**src/rtl/mem_arbiter.sv**
```systemverilog
// Two-requester arbiter for the shared tagged memory port: Dcache priority with an Icache
// starvation guard, plus a tag ownership table that steers load returns to their requester.
module mem_arbiter #(
   parameter int unsigned STARVE_LIMIT = 4,
   parameter int unsigned AddrW        = 32,
   parameter int unsigned BlockW       = 64,
   parameter int unsigned TagW         = 4,
   parameter int unsigned NumMemTags   = 15
) (
   input  logic              clock,
   input  logic              reset,
   input  logic [1:0]        Icache2mem_command,
   input  logic [AddrW-1:0]  Icache2mem_addr,
   input  logic [1:0]        Dcache2mem_command,
   input  logic [AddrW-1:0]  Dcache2mem_addr,
   input  logic [BlockW-1:0] Dcache2mem_data,
   input  logic [TagW-1:0]   mem2proc_transaction_tag,
   input  logic [BlockW-1:0] mem2proc_data,
   input  logic [TagW-1:0]   mem2proc_data_tag,
   output logic [1:0]        proc2mem_command,
   output logic [AddrW-1:0]  proc2mem_addr,
   output logic [BlockW-1:0] proc2mem_data,
   output logic [TagW-1:0]   mem2Icache_transaction_tag,
   output logic [TagW-1:0]   mem2Icache_data_tag,
   output logic [BlockW-1:0] mem2Icache_data,
   output logic [TagW-1:0]   mem2Dcache_transaction_tag,
   output logic [TagW-1:0]   mem2Dcache_data_tag,
   output logic [BlockW-1:0] mem2Dcache_data,
   output logic [4:0]        i_outstanding,
   output logic [4:0]        d_outstanding
);

   localparam logic [1:0] MEM_NONE = 2'd0;
   localparam logic [1:0] MEM_LOAD = 2'd1;
   localparam int unsigned StreakW = $clog2(STARVE_LIMIT + 1);

   // owner bit: 1 = Dcache, 0 = Icache; entry 0 is never allocated
   logic [NumMemTags:0] valid_q, valid_d;
   logic [NumMemTags:0] owner_q, owner_d;
   logic [StreakW-1:0]  streak_q, streak_d;
   logic [4:0]          i_out_q, i_out_d;
   logic [4:0]          d_out_q, d_out_d;

   logic i_valid, d_valid, grant_i, grant_d, accepted;
   logic alloc_i, alloc_d, ret_hit, ret_to_i, ret_to_d;

   // Requests are masked while reset is low so nothing is granted or routed.
   assign i_valid  = reset & (Icache2mem_command == MEM_LOAD);
   assign d_valid  = reset & (Dcache2mem_command != MEM_NONE);
   assign grant_d  = d_valid & ~(i_valid & (streak_q == StreakW'(STARVE_LIMIT)));
   assign grant_i  = i_valid & ~grant_d;
   assign accepted = (mem2proc_transaction_tag != '0);

   assign alloc_i  = grant_i & accepted;
   assign alloc_d  = grant_d & accepted & (Dcache2mem_command == MEM_LOAD);
   assign ret_hit  = reset & (mem2proc_data_tag != '0) & valid_q[mem2proc_data_tag];
   assign ret_to_d = ret_hit & owner_q[mem2proc_data_tag];
   assign ret_to_i = ret_hit & ~owner_q[mem2proc_data_tag];

   always_comb begin
      proc2mem_command = MEM_NONE;
      proc2mem_addr    = '0;
      proc2mem_data    = '0;
      if (grant_d) begin
         proc2mem_command = Dcache2mem_command;
         proc2mem_addr    = Dcache2mem_addr;
         proc2mem_data    = Dcache2mem_data;
      end else if (grant_i) begin
         proc2mem_command = MEM_LOAD;
         proc2mem_addr    = Icache2mem_addr;
      end
   end

   assign mem2Icache_transaction_tag = grant_i ? mem2proc_transaction_tag : '0;
   assign mem2Dcache_transaction_tag = grant_d ? mem2proc_transaction_tag : '0;
   assign mem2Icache_data_tag        = ret_to_i ? mem2proc_data_tag : '0;
   assign mem2Dcache_data_tag        = ret_to_d ? mem2proc_data_tag : '0;
   assign mem2Icache_data            = ret_to_i ? mem2proc_data : '0;
   assign mem2Dcache_data            = ret_to_d ? mem2proc_data : '0;
   assign i_outstanding              = i_out_q;
   assign d_outstanding              = d_out_q;

   // Free before allocate so a same-cycle reuse of a tag keeps the new owner.
   always_comb begin
      valid_d = valid_q;
      owner_d = owner_q;
      if (ret_hit) begin
         valid_d[mem2proc_data_tag] = 1'b0;
      end
      if (alloc_i || alloc_d) begin
         valid_d[mem2proc_transaction_tag] = 1'b1;
         owner_d[mem2proc_transaction_tag] = alloc_d;
      end
   end

   always_comb begin
      streak_d = streak_q;
      if (!i_valid || alloc_i) begin
         streak_d = '0;
      end else if (d_valid && grant_d && accepted && (streak_q != StreakW'(STARVE_LIMIT))) begin
         streak_d = streak_q + 1'b1;
      end
   end

   assign i_out_d = i_out_q + 5'(alloc_i) - 5'(ret_to_i);
   assign d_out_d = d_out_q + 5'(alloc_d) - 5'(ret_to_d);

   always_ff @(posedge clock) begin
      if (!reset) begin
         valid_q  <= '0;
         owner_q  <= '0;
         streak_q <= '0;
         i_out_q  <= '0;
         d_out_q  <= '0;
      end else begin
         valid_q  <= valid_d;
         owner_q  <= owner_d;
         streak_q <= streak_d;
         i_out_q  <= i_out_d;
         d_out_q  <= d_out_d;
      end
   end

endmodule
```
**config.mk**
```make
export PLATFORM = sky130hd
export DESIGN_NAME = mem_arbiter
export DESIGN_NICKNAME = d
export VERILOG_FILES = /design/src/rtl/mem_arbiter.sv
export SDC_FILE = /design/constraint.sdc
export NUM_CORES = 1
export LEC_CHECK = 0
export CAP_MARGIN = 0
export CORE_AREA = 5 5 176 178
export CTS_BUF_LIST = sky130_fd_sc_hd__clkbuf_16
export DETAILED_ROUTE_END_ITERATION = 7
export DIE_AREA = 0 0 181 183
export DONT_BUFFER_PORTS = 1
export GPL_ROUTABILITY_DRIVEN = 0
export MAX_ROUTING_LAYER = met4
export SLEW_MARGIN = 20
export SYNTH_ARGS = -nofsm -noshare
export SYNTH_HDL_FRONTEND = slang
export SYNTH_SLANG_ARGS = --single-unit
```
**constraint.sdc**
```tcl
create_clock -name clock -period 5.9 [get_ports clock]
set_input_delay 0.295 -clock clock [delete_from_list [all_inputs] [get_ports clock]]
set_output_delay 0.295 -clock clock [all_outputs]
set_load 0.05 [all_outputs]
```
==> out/qor.txt <==
worst hold endpoint: valid_q[15]
cts hold-fix bufs: 0
core area: 0.0292 mm2
CTS buffer count: 5
DR vias/cell: 4.64
DIE WIDTH: 181 um
launching element type of the critical path: flip-flop
max cap viols: 0
I/O Buffers: 0
crit-path max cell delay: 610 ps
dpl hpwl: 19600 um
VDD IR max: 0.0000856 V
Final setup viols: 0
fillcell total: 3269
TNS Setup: 0 ps
worst reg-to-reg setup slack: 2200 ps
die height: 183 um
CTS clock-pin slew for the worst setup and hold paths: 70 ps
Util after Layout: 0.161
PD cells: 212 mW/mm2
post-CTS setup buffer count: 0
routed length per instance: 25.3 um
hold depth: 1
WP data required: 6070 ps
clock skew: 3.73 ps
Routed WL: 22700 um
RR Startpoint: streak_q[0]
slowest stage cell on the critical path: buf_4
vias in the first global route: 3949
largest net degree at the start of global routing: 137
WS Path Type: reg2reg
CTS max path bufs: 2
total global-route track usage: 0.127
synthesized instance count: 545
nets@finish: 716
yosys warns: 0
Worst Reg-to-Reg Cells: 17
endpoints failing hold: 0
Mapped Area: 0.00422 mm2
Post-DRT Antenna Nets: 0
Top FF cell, synth: dfxtp_1
Final period util: 0.628
post-synthesis sequential area ratio: 0.209
Detailed Route Iter0 Violations: 179
RSZ-0062 raised after global routing: false
total gr overflow: 0
EDFF count, synth: 0
overall power: 0.994 mW
Cell Rows: 63
share of layout cells above drive strength 1: 0.0644
reg2reg end: i_outstanding[4]
critical path cell sequence: inv_1 > ha_1 > and4b_1 > nor3_4 > buf_4 > nor2_2 > buf_4 > nand2_1 > ha_1 > inv_1 > ha_1 > inv_1 > fa_1 > nor2b_1 > o21a_1 > o21ai_0 > nor3b_1
DR DRC count: 0
type of the worst min-delay path: in2reg
Pre-Repair DR Iteration Count: 4
initial antenna violation count: 12
Slew Limit Fails: 0
PostCTS Resize Cnt: 0
Syn Area/Cell: 7.73 um2
#FFs+latches synth: 44
Tmin final: 3700 ps
HP Start: reset
Worst setup EP type: flip-flop
Starting Density: 0.144
Async S/R FF share, synth: 0
CTS sink cnt: 44
I/O Pins: 458
LEAKAGE: 2.12 nW
worst relative slew slack: 0.279
maximum clock frequency: 270 MHz
Die Area: 0.0331 mm2
CTS tree: done
status: finished clean
Worst-Margin Slew: 1080 ps
synth unique cells: 49
htree depth: 2
crit-path max FO: 104
syn_nets: 765
first-pass GRT wire length: 29600 um
clk root buf: clkbuf_16
critical path arrival: 3870 ps
detailed-route via count: 4165
synth-to-layout area growth: 11.4%
Worst-Skew Late Latency: 290 ps
## flip-flops by register name, summed over array words and instances, names as in the netlist
| name | cells |
|---|---|
| owner_q | 16 |
| valid_q | 15 |
| streak_q | 3 |
| i_outstanding | 5 |
| d_outstanding | 5 |
## Yosys cell counts (2+ instances only)
library cell / count / area [um2]
nor3_1: 15 / 75.1
o311ai_1: 12 / 105
nand2_1: 11 / 41.3
nand3_1: 2 / 10.0
nor2_1: 11 / 41.3
o21a_1: 22 / 165
nand4_2: 3 / 37.5
ha_1: 12 / 150
buf_4: 2 / 15.0
fa_1: 2 / 40.0
o21ai_0: 4 / 20.0
inv_1: 18 / 67.6
dfxtp_1: 44 / 881
buf_2: 15 / 75.1
o31a_1: 3 / 26.3
or4_1: 4 / 30.0
xor2_1: 3 / 26.3
a21oi_1: 10 / 50.1
nand2b_1: 6 / 37.5
a21o_1: 3 / 22.5
o21ai_1: 12 / 60.1
a22o_1: 32 / 280
a32o_1: 3 / 30.0
xnor2_1: 3 / 26.3
nand4b_2: 2 / 30.0
nand4_1: 2 / 12.5
nand3b_1: 5 / 37.5
and3_1: 135 / 845
buf_6: 2 / 22.5
and2_1: 79 / 494
nor2b_1: 3 / 18.8
mux4_2: 7 / 158
clkbuf_1: 42 / 158
## area by class of cell
class	count	area [um2]	share of cell area
tap	390	488	0.104
clock inverter	3	42.5	0.00906
clock buffer	5	125	0.0266
timing repair buffer	6	45.0	0.00959
sequential	44	881	0.188
inverter	19	71.3	0.0152
antenna	11	27.5	0.00586
multi-input combinational	420	3020	0.642
## metrics by stage
step	cell area, um2	std cells	setup slack [ps]	hold slack (ps)
CTS	4660	886	2150	115
finish	4700	898	2200	125
floorplan	4220	545	2630	425
detailed placement	4490	878	2170	421
global route	4690	896	1790	114
global placement	4490	878	2290	420
## where the power goes
| group | switching [mW] | total, mW | internal [mW] |
|---|---|---|---|
| logic | 0.249 | 0.314 | 0.0646 |
| clock network | 0.124 | 0.323 | 0.199 |
| registers | 0.0469 | 0.357 | 0.310 |
## worst max-delay path: cells and delay by family (launching register included)
family	cells	cell delay (ps)
flip-flops	1	360
buffers and inverters	5	1040
AO/OA/AOI/OAI	2	210
AND/OR/NAND/NOR	6	970
adder cells (fa/ha/maj)	4	970
## placed cells by master (no fill, tap or decap), types with 12 or more instances in the layout
cell type	synthesis	final
o21ai_1	12	12
a22o_1	32	32
inv_1	18	18
o311ai_1	12	12
and3_1	135	135
dfxtp_1	44	44
o21a_1	22	22
ha_1	12	12
nor3_1	15	14
and2_1	79	79
## kinds of logic after synthesis
group	after synthesis	share of synthesized area
AND/OR/NAND/NOR	285	0.420
XOR/XNOR	6	0.0125
flip-flops	44	0.209
multiplexers	8	0.0398
buffers and inverters	81	0.0819
adder cells (fa/ha/maj)	14	0.0451
AO/OA/AOI/OAI	107	0.192
## worst max-delay path by stage
stage,startpoint,endpoint,slack (ps),cells past startpoint
3_5_place_dp,streak_q[0],i_outstanding[4],2170,17
4_1_cts,streak_q[0],i_outstanding[4],2150,17
6_report,streak_q[0],i_outstanding[4],2200,17
5_1_grt,streak_q[0],i_outstanding[4],1790,17
3_3_place_gp,streak_q[0],i_outstanding[4],2290,17
2_1_floorplan,mem2proc_data_tag[0],d_outstanding[4],2630,15
## routing by layer
layer | global-route usage | share of wire
met1 | 0.135 | 0.37
met2 | 0.231 | 0.52
met3 | 0.0292 | 0.087
met4 | 0.0450 | 0.027
met5 | - | 0
No activity file was read; power rests on OpenSTA's default activity.
